[src/rtl/bmc_pkg.sv]
// -----------------------------------------------------------------------------
// bmc_pkg
// Shared definitions for the Viterbi branch-metric array.
//   NS, MW    : state count and metric width for the default configuration
//               (K=4, SW=3). Parametrised modules derive their own values.
//   exp_bits  : expected {e1,e0} code bits for a trellis state and input bit.
//   soft_dist : per-bit soft distance with erasure forcing.
// -----------------------------------------------------------------------------
package bmc_pkg;

  localparam int K_DEF  = 4;
  localparam int SW_DEF = 3;
  localparam int NS     = 1 << (K_DEF - 1);
  localparam int MW     = SW_DEF + 1;

  // Working widths wide enough for any supported generator / sample width.
  localparam int GW = 32;
  localparam int DW = 16;

  // Encoder register is {b, state[K-2:0]}; bit K-1 holds the newest input.
  function automatic logic [1:0] exp_bits(input int state, input logic b,
                                          input logic [GW-1:0] g0,
                                          input logic [GW-1:0] g1,
                                          input int k);
    logic [GW-1:0] mask;
    logic [GW-1:0] r;
    mask = (GW'(1) << (k - 1)) - GW'(1);
    r    = (GW'(state) & mask) | (GW'(b) << (k - 1));
    return {^(r & g1), ^(r & g0)};
  endfunction

  // Distance of an unsigned soft sample from the expected bit. An erased
  // (punctured) bit carries no information, so it contributes nothing.
  function automatic logic [DW-1:0] soft_dist(input logic [DW-1:0] r,
                                               input logic e,
                                               input logic erased,
                                               input int sw);
    logic [DW-1:0] mx;
    mx = (DW'(1) << sw) - DW'(1);
    if (erased) return '0;
    return e ? (mx - r) : r;
  endfunction

endpackage

[src/rtl/bmc_lane.sv]
// -----------------------------------------------------------------------------
// bmc_lane
// Combinational branch metrics for a single trellis state. The expected code
// bits are elaboration-time constants derived from the generators, so each
// lane reduces to a couple of subtract/select stages and an adder per branch.
// Ports:
//   i_rx_pair  [2*SW-1:0] sample pair, [SW-1:0] = code bit 0
//   i_erase    [1:0]      per-bit erasure
//   o_path_0   [SW:0]     metric assuming input bit 0
//   o_path_1   [SW:0]     metric assuming input bit 1
// -----------------------------------------------------------------------------
module bmc_lane
  import bmc_pkg::*;
#(
  parameter int           K     = 4,
  parameter logic [K-1:0] G0    = 4'b1101,
  parameter logic [K-1:0] G1    = 4'b1011,
  parameter int           SW    = 3,
  parameter int           STATE = 0
) (
  input  logic [2*SW-1:0] i_rx_pair,
  input  logic [1:0]      i_erase,
  output logic [SW:0]     o_path_0,
  output logic [SW:0]     o_path_1
);

  localparam int L_MW = SW + 1;

  localparam logic [1:0] E_B0 = exp_bits(STATE, 1'b0, GW'(G0), GW'(G1), K);
  localparam logic [1:0] E_B1 = exp_bits(STATE, 1'b1, GW'(G0), GW'(G1), K);

  logic [DW-1:0] w_rx0;
  logic [DW-1:0] w_rx1;
  logic [SW:0]   w_d0_b0;
  logic [SW:0]   w_d1_b0;
  logic [SW:0]   w_d0_b1;
  logic [SW:0]   w_d1_b1;

  assign w_rx0 = DW'(i_rx_pair[SW-1:0]);
  assign w_rx1 = DW'(i_rx_pair[2*SW-1:SW]);

  assign w_d0_b0 = L_MW'(soft_dist(w_rx0, E_B0[0], i_erase[0], SW));
  assign w_d1_b0 = L_MW'(soft_dist(w_rx1, E_B0[1], i_erase[1], SW));
  assign w_d0_b1 = L_MW'(soft_dist(w_rx0, E_B1[0], i_erase[0], SW));
  assign w_d1_b1 = L_MW'(soft_dist(w_rx1, E_B1[1], i_erase[1], SW));

  // Each distance is at most 2^SW-1, so the SW+1 bit sum never overflows.
  assign o_path_0 = w_d1_b0 + w_d0_b0;
  assign o_path_1 = w_d1_b1 + w_d0_b1;

endmodule

[src/rtl/bmc_array.sv]
// -----------------------------------------------------------------------------
// bmc_array
// Generator-driven Viterbi branch-metric unit: one received code pair in,
// path-0 / path-1 metrics for every trellis state out. Two register stages:
// stage 1 captures the pair, stage 2 captures all metrics plus frame info.
// Ports:
//   clk, rst_n            clock, synchronous active-low reset
//   in_valid/in_ready     input handshake
//   in_sof                first symbol of a frame (qualified by in_valid)
//   rx_pair [2*SW-1:0]    soft samples, [SW-1:0] = code bit 0
//   erase   [1:0]         per-bit erasure for punctured positions
//   out_valid/out_ready   output handshake
//   out_sof, out_sym_idx  frame start flag and symbol index of the output
//   path_0_bmc/path_1_bmc NS slices of SW+1 bits, state s at slice s
//
// Handshake: a transfer happens on a clock edge where valid && ready. The
// source holds valid and data until it transfers; ready may depend on the
// sink's own ready. Both stages advance together when the output register is
// empty or being drained (adv), so in_ready = adv and a stalled output holds
// every output bit stable.
// -----------------------------------------------------------------------------
module bmc_array
  import bmc_pkg::*;
#(
  parameter int           K    = 4,
  parameter logic [K-1:0] G0   = 4'b1101,
  parameter logic [K-1:0] G1   = 4'b1011,
  parameter int           SW   = 3,
  parameter int           CW   = 8,
  localparam int          L_NS = 1 << (K - 1),
  localparam int          L_MW = SW + 1
) (
  input  logic                 clk,
  input  logic                 rst_n,
  input  logic                 in_valid,
  output logic                 in_ready,
  input  logic                 in_sof,
  input  logic [2*SW-1:0]      rx_pair,
  input  logic [1:0]           erase,
  output logic                 out_valid,
  input  logic                 out_ready,
  output logic                 out_sof,
  output logic [CW-1:0]        out_sym_idx,
  output logic [L_NS*L_MW-1:0] path_0_bmc,
  output logic [L_NS*L_MW-1:0] path_1_bmc
);

  logic                 w_adv;
  logic [L_NS*L_MW-1:0] w_p0;
  logic [L_NS*L_MW-1:0] w_p1;

  logic                 r_s1_valid;
  logic                 r_s1_sof;
  logic [2*SW-1:0]      r_s1_rx;
  logic [1:0]           r_s1_erase;

  logic                 r_out_valid;
  logic                 r_out_sof;
  logic [CW-1:0]        r_out_idx;
  logic [CW-1:0]        r_cnt;
  logic [L_NS*L_MW-1:0] r_p0;
  logic [L_NS*L_MW-1:0] r_p1;

  assign w_adv    = !r_out_valid || out_ready;
  assign in_ready = w_adv;

  generate
    for (genvar s = 0; s < L_NS; s++) begin : g_lane
      bmc_lane #(
        .K     (K),
        .G0    (G0),
        .G1    (G1),
        .SW    (SW),
        .STATE (s)
      ) u_lane (
        .i_rx_pair (r_s1_rx),
        .i_erase   (r_s1_erase),
        .o_path_0  (w_p0[s*L_MW +: L_MW]),
        .o_path_1  (w_p1[s*L_MW +: L_MW])
      );
    end
  endgenerate

  always_ff @(posedge clk) begin
    if (!rst_n) begin
      r_s1_valid  <= 1'b0;
      r_s1_sof    <= 1'b0;
      r_s1_rx     <= '0;
      r_s1_erase  <= '0;
      r_out_valid <= 1'b0;
      r_out_sof   <= 1'b0;
      r_out_idx   <= '0;
      r_cnt       <= '0;
      r_p0        <= '0;
      r_p1        <= '0;
    end else if (w_adv) begin
      // Stage 1: a cycle without in_valid loads a bubble.
      r_s1_valid <= in_valid;
      r_s1_sof   <= in_valid && in_sof;
      if (in_valid) begin
        r_s1_rx    <= rx_pair;
        r_s1_erase <= erase;
      end

      // Stage 2: metrics and the symbol index follow the valid entry.
      r_out_valid <= r_s1_valid;
      r_out_sof   <= r_s1_valid && r_s1_sof;
      if (r_s1_valid) begin
        r_p0 <= w_p0;
        r_p1 <= w_p1;
        if (r_s1_sof) begin
          r_out_idx <= '0;
          r_cnt     <= CW'(1);
        end else begin
          r_out_idx <= r_cnt;
          r_cnt     <= r_cnt + 1'b1;  // wraps silently at 2^CW
        end
      end
    end
  end

  assign out_valid   = r_out_valid;
  assign out_sof     = r_out_sof;
  assign out_sym_idx = r_out_idx;
  assign path_0_bmc  = r_p0;
  assign path_1_bmc  = r_p1;

endmodule
[config.mk]
export PLATFORM = sky130hd
export DESIGN_NAME = bmc_array
export DESIGN_NICKNAME = d
export VERILOG_FILES = /design/src/rtl/bmc_pkg.sv /design/src/rtl/bmc_lane.sv /design/src/rtl/bmc_array.sv
export SDC_FILE = /design/constraint.sdc
export NUM_CORES = 1
export LEC_CHECK = 0
export CORE_MARGIN = 4
export CORE_UTILIZATION = 48
export DETAILED_ROUTE_END_ITERATION = 12
export PLACE_DENSITY = 0.85
export SYNTH_ARGS = -nofsm -noshare
export SYNTH_HDL_FRONTEND = slang
export SYNTH_SLANG_ARGS = --single-unit
[constraint.sdc]
create_clock -name clk -period 3.3 [get_ports clk]
set_input_delay 0.495 -clock clk [delete_from_list [all_inputs] [get_ports clk]]
set_output_delay 0.495 -clock clk [all_outputs]
set_load 0.01 [all_outputs]
==> impl_results.md, run 1 <==
* Chip Width at around 80 um
* Routing usage on met1 at 18.5%
* Register-to-Register Path Depth at 7
* HPWL after DPL at 3.77 mm
* Max-cap viol count at 0
* Xor/xnor share of the synthesized area at around 5.3%
* 1st-iter DRT viols at 89
* DRC Markers at 0
* Pin count of the biggest net entering global routing at 38
* ANT cells at 0
* Critical path endpoint category: output port
* RSZ-0062 raised after global routing: false
* Slowest stage delay, CP at about 0.48 ns
* CTS max path bufs at 2
* Layout area overhead at 25.7%
* Synth top area cells: dfxtp_1 (36%), buf_4 (16%), nand2_1 (8.4%), a21oi_1 (6.3%), ha_1 (4.6%)
* GR peak layer: met2
* Global routing usage on met3 at under 10%
* Max Clock Skew at 0.00590 ns
* Status: complete, no violations
* Final period util at 67.6%
* Initial antenna violation count at 0
* Mux cell area share after synthesis at 0%
* Layout cell share with drive strength beyond 1 at just under 5%
* Final min period at 2.23 ns
* I/O pin total at between 80 and 90
* Starting Density at between 50% and 60%
* Most frequent cells in the layout: clkdlybuf4s50_1 (87), nand2_1 (55), dfxtp_1 (44)
* Min-Delay Path Class: reg2reg
* Setup_tns at 0 ns
* FF-to-FF Start: r_s1_erase[1]
* Total gr overflow at 0
* Data arrival, critical path at ~1.7 ns
* GRT Total Usage at 16.2%
* Max Fclk at ~450 MHz
* Routed Wire Length at around 5 mm
* Slowest library cell on the worst path: clkdlybuf4s50_1
* Mapped Avg Cell Area at 8.19 um^2
* Vias in the first global route at ~1800
* Final setup viols at 0
* WP data required at 2.80 ns
* Die area at 6330 um^2
* WL per Instance at between 10 and 15 um
* Post-synthesis sequential area ratio at roughly 36%
* Slew Limit Fails at 0
* # rows at 25
* Critical Path Fanout Max at 10
* LEAKAGE at 1.13 nW
* Vias at 1973
* Most common cell after layout, fill and taps aside: clkdlybuf4s50_1
* Primary FF master, synth: dfxtp_1
* CTS tree: done
* Final hold vios at 0
* Final RePlAce weighted congestion at 0.820
* Drt first pass iters at 4
* Simple-gate portion of the synthesized area at about a fifth
* Count of warnings emitted by yosys at 0
* Unique cell type count in the Yosys netlist at 38
* First-pass GRT wire length at about 8.3 mm
* Largest area contributor in the netlist: dfxtp_1
* Met2 GRT Util at a little under 30%
* Pwr Density at 441 nW/um^2
* CTS resizes at 0
* Critical path class: in2out
* FF-to-FF End: path_0_bmc[26]
* Clock slew at reported path FFs at ~0.080 ns
* Post-CTS Hold Buffers at 0
* Final Net Count at 355
* Via-per-instance ratio at just under 5
* Synthesized-area fraction occupied by adder cells at 5.40%
* Peak VDD IR at around 0.00028 V
* Setup repair bufs after CTS at 0
* Most used cell, CP: clkdlybuf4s50_1
* Htree depth at 2
* Synth Net Count at 323
* Die Ht at between 70 and 80 um
* Min-Delay Endpoint: out_sym_idx[1]
* PortBufs at 87
* Number of buffers created by CTS at 5
* Yosys reg bits at 44
* Core footprint at between 4000 and 5000 um^2
* Post-synth ARST share at 0%
* Compound-Gate Fraction of Synth Area at between 10% and 20%
* Mapped Cells at 300
* Clock sinks at 44
* Post-DRT Antenna Nets at 0
* Largest family of logic cells by synthesized area: buffers and inverters
* Final Power at between 1 and 1.5 mW
* Clk Latency, worst-skew pair at ~0.30 ns
* Reg2Reg Setup Slack at approximately 1.4 ns
* HP Start: out_sym_idx[1]
* Min-Delay Path Depth at 2
* Mapped Area at about 2500 um^2
* Worst rel slew slack at between 40% and 50%
* CP Cell Sequence: clkdlybuf4s50_1 -> nor2b_4 -> inv_6 -> clkdlybuf4s50_1
* Root buf cell: clkbuf_8
* Number of synthesized flops with an enable pin at 0
* Critical Path Source Type: primary input
* Slew @ Worst Pin at roughly 0.75 ns
* Post-synth top area share at a little over a third
-- worst max path at each step --
stage	startpoint	end	slack, ns	cells after the start
6_report	out_ready	in_ready	1.07	4
5_1_grt	out_ready	in_ready	1.02	4
4_1_cts	out_ready	in_ready	1.07	4
3_5_place_dp	out_ready	in_ready	1.07	4
3_3_place_gp	out_ready	in_ready	1.07	4
2_1_floorplan	r_s1_rx[1]	path_0_bmc[26]	1.59	7
-- flip-flops by register name, summed over array words and instances (netlist names) --
register	flops
out_sof	1
out_sym_idx	8
out_valid	1
path_0_bmc	16
r_cnt	8
r_s1_erase	2
r_s1_rx	6
r_s1_sof	1
r_s1_valid	1
-- report_power, final --
group	switching [mW]	internal, mW	leakage (nW)	total [mW]
Combinational	0.135	0.165	0.703	0.300
Sequential	0.0328	0.555	0.359	0.588
Clock	0.177	0.298	0.0642	0.475
Total	0.345	1.02	1.13	1.36
-- logic make-up after synthesis --
group / Yosys count
AND/OR/NAND/NOR: 98
buffers and inverters: 70
AO/OA/AOI/OAI: 63
flip-flops: 44
XOR/XNOR: 15
adder cells (fa/ha/maj): 10
-- cell usage after synthesis (all sizes together) (2+ instances only) --
| library cell | number |
|---|---|
| a21o | 3 |
| xnor2 | 12 |
| nand2b | 2 |
| or3 | 2 |
| a31oi | 6 |
| and2 | 2 |
| nand3 | 2 |
| clkbuf | 2 |
| buf | 61 |
| nor2b | 5 |
| nor4b | 2 |
| a22oi | 2 |
| ha | 9 |
| o22ai | 2 |
| nand2 | 56 |
| a21boi | 2 |
| dfxtp | 44 |
| a21oi | 31 |
| o21a | 2 |
| nand4 | 3 |
| xor2 | 3 |
| nor2 | 20 |
| a211oi | 3 |
| inv | 7 |
| o21ai | 12 |
| and2b | 2 |
-- worst max-delay path: cells and delay by family --
kind	cells	cell delay [ns]
buffers and inverters	3	0.99
and+or+nand+nor	1	0.24
-- metrics by stage --
stage               cell area, um^2  cells  hold WS [ns]  setup slack (ns)  utilization (%)
finish                         3090    399         0.455              1.07             63.7
floorplan                      2460    300         0.441              1.59                -
global placement               2960    392         0.445              1.07             61.0
detailed placement             2960    392         0.446              1.07             61.0
global route                   3090    399         0.474              1.02             63.7
CTS                            3090    399         0.457              1.07             63.7
-- area by class of cell --
| cell class | count | area (um^2) |
|---|---|---|
| Inverter | 7 | 31.3 |
| Fill cell | 423 | 1760 |
| Multi-Input combinational cell | 186 | 1080 |
| Clock buffer | 5 | 68.8 |
| Timing Repair Buffer | 88 | 878 |
| Sequential cell | 44 | 881 |
| Clock inverter | 2 | 60.1 |
| Tap cell | 67 | 83.8 |
-- layer usage --
metal,routed length [um],vias to the layer above
met1,2080,904
met3,421,4
met5,0,-
li1,-,996
met2,2500,69
met4,35,0
Power figures use the tool's default switching activity.
==> inputs of run 2 (changes only) <==
- CORE_UTILIZATION: 48 -> 41
- PLACE_DENSITY: 0.85 -> 0.77
- clock period: 3.3 -> 2 ns (I/O delays scaled with it)
==> impl_results.md, run 2 (synthesis gave the netlist of run 1 again) <==
* CTS resizes at 0
* Chip Width at roughly 85 um
* Layout area overhead at 28.4%
* Initial antenna violation count at 0
* Reg2Reg Setup Slack at 0.23 ns
* Vias in the first global route at approximately 1800
* Slowest stage delay, CP at 0.54 ns
* Most frequent cells in the layout: clkdlybuf4s50_1 (87), nand2_1 (55), dfxtp_1 (44)
* Core footprint at 5640 um^2
* Max Clock Skew at between 0.005 and 0.006 ns
* Peak VDD IR at between 0.0003 and 0.0004 V
* Pwr Density at slightly below 700 nW/um^2
* Number of buffers created by CTS at 5
* RSZ-0062 raised after global routing: false
* Die Ht at ~85 um
* Layout cell share with drive strength beyond 1 at between 7 and 8%
* Min-Delay Endpoint: out_sym_idx[4]
* WP data required at 1.70 ns
* Register-to-Register Path Depth at 6
* DRC Markers at 0
* WL per Instance at between 10 and 15 um
* FF-to-FF End: path_0_bmc[26]
* Final period util at between 80 and 90%
* Setup_tns at 0 ns
* Max Fclk at between 500 and 600 MHz
* Clock sinks at 44
* Slew Limit Fails at 0
* Slowest library cell on the worst path: clkdlybuf4s50_1
* Clk Latency, worst-skew pair at 0.29 ns
* Critical path class: in2out
* Placed instance area at roughly 3000 um^2
* First-pass GRT wire length at roughly 8.3 mm
* Final hold vios at 0
* CTS tree: done
* Final setup viols at 0
* Max reg flops at 16
* ANT cells at 0
* Critical path endpoint category: output port
* Root buf cell: clkbuf_8
* I/O pin total at 88
* Clock slew at reported path FFs at roughly 0.08 ns
* Data arrival, critical path at 1.49 ns
* Fin cells at a little over 400
* Fill cells at around 550
* GRT Total Usage at roughly 14%
* CP Buf/Inv Count at 3
* Final Instance Area at ~3200 um^2
* Most used cell, CP: clkdlybuf4s50_1
* LEAKAGE at ~1.2 nW
* Starting Density at between 40 and 50%
* Worst rel slew slack at 67.2%
* Routed Wire Length at between 5 and 6 mm
* 1st-iter DRT viols at between 50 and 60
* Final min period at 1.79 ns
* Post-DRT Antenna Nets at 0
* # rows at 27
* Htree depth at 2
* Register area at between 800 and 900 um^2
* Multi-input logic area at 1080 um^2
* CTS max path bufs at 2
* Placed cells at around 400
* Status: complete, no violations
* FF-to-FF Start: r_s1_erase[0]
* Post-CTS Hold Buffers at 0
* CP Cell Sequence: clkdlybuf4s50_1 -> nor2b_4 -> inv_6 -> clkdlybuf4s50_1
* Min-Delay Path Class: reg2reg
* Fin util at a little under three fifths
* Vias at between 1500 and 2000
* Slew @ Worst Pin at just under 0.5 ns
* PortBufs at 87
* Total gr overflow at 0
* CP delay by family, top: buffers and inverters
* Final Net Count at around 360
* Via-per-instance ratio at about 4.8
* Final RePlAce weighted congestion at between 0.8 and 0.9
* Setup repair bufs after CTS at 0
* Critical Path Fanout Max at 10
* Critical Path Source Type: primary input
* Most common cell after layout, fill and taps aside: clkdlybuf4s50_1
* Min-Delay Path Depth at 2
* Max-cap viol count at 0
* HP Start: out_sym_idx[4]
* Final Power at roughly 2.1 mW
* Die area at between 7000 and 8000 um^2
* Pin count of the biggest net entering global routing at 26
* Drt first pass iters at 4
* HPWL after DPL at slightly above 4 mm
-- run 2: area by class of cell --
cell class              count  share of cell area [%]
clock buffers               6                    2.30
repair buffers             97                    30.4
inverters                   7                   0.992
clock inverters             2                    1.11
flip-flops and latches     44                    27.9
multi-input cells         186                    34.4
well taps                  72                    2.86
-- run 2: worst max-delay path by stage --
stage | start | end | slack [ns] | cells past startpoint
3_5_place_dp | out_ready | in_ready | 0.21 | 4
5_1_grt | r_s1_erase[0] | path_0_bmc[26] | 0.09 | 6
6_report | out_ready | in_ready | 0.21 | 4
2_1_floorplan | r_s1_rx[1] | path_0_bmc[26] | 0.29 | 7
4_1_cts | out_ready | in_ready | 0.20 | 4
3_3_place_gp | out_ready | in_ready | 0.22 | 4
-- run 2: report_power, final --
group | leakage [nW] | internal (mW) | switching, mW | total (mW)
registers | 0.359 | 0.916 | 0.0439 | 0.960
clock network | 0.0552 | 0.371 | 0.286 | 0.657
logic | 0.752 | 0.288 | 0.236 | 0.525
-- run 2: metal layers --
metal	vias to the layer above	track usage [%]	part of all wire, %	routed length, um
li1	1026	-	-	-
met1	905	15.9	42	2200
met2	60	24.9	49	2530
met3	5	4.37	7.6	396
met4	0	3.60	1.0	53
met5	-	0	0	0
-- run 2: tightest hold or removal path: stages, from the launching register on --
cell	delay (ns)
dfxtp_1	0.31
nand2_1	0.05
a21oi_1	0.05
-- run 2: through the flow --
step           hold WS (ns)  setup WS (ns)
2_1_floorplan         0.436          0.285
3_3_place_gp          0.446          0.218
3_5_place_dp          0.448          0.207
4_1_cts               0.460          0.202
5_1_grt               0.477         0.0906
6_report              0.458          0.215
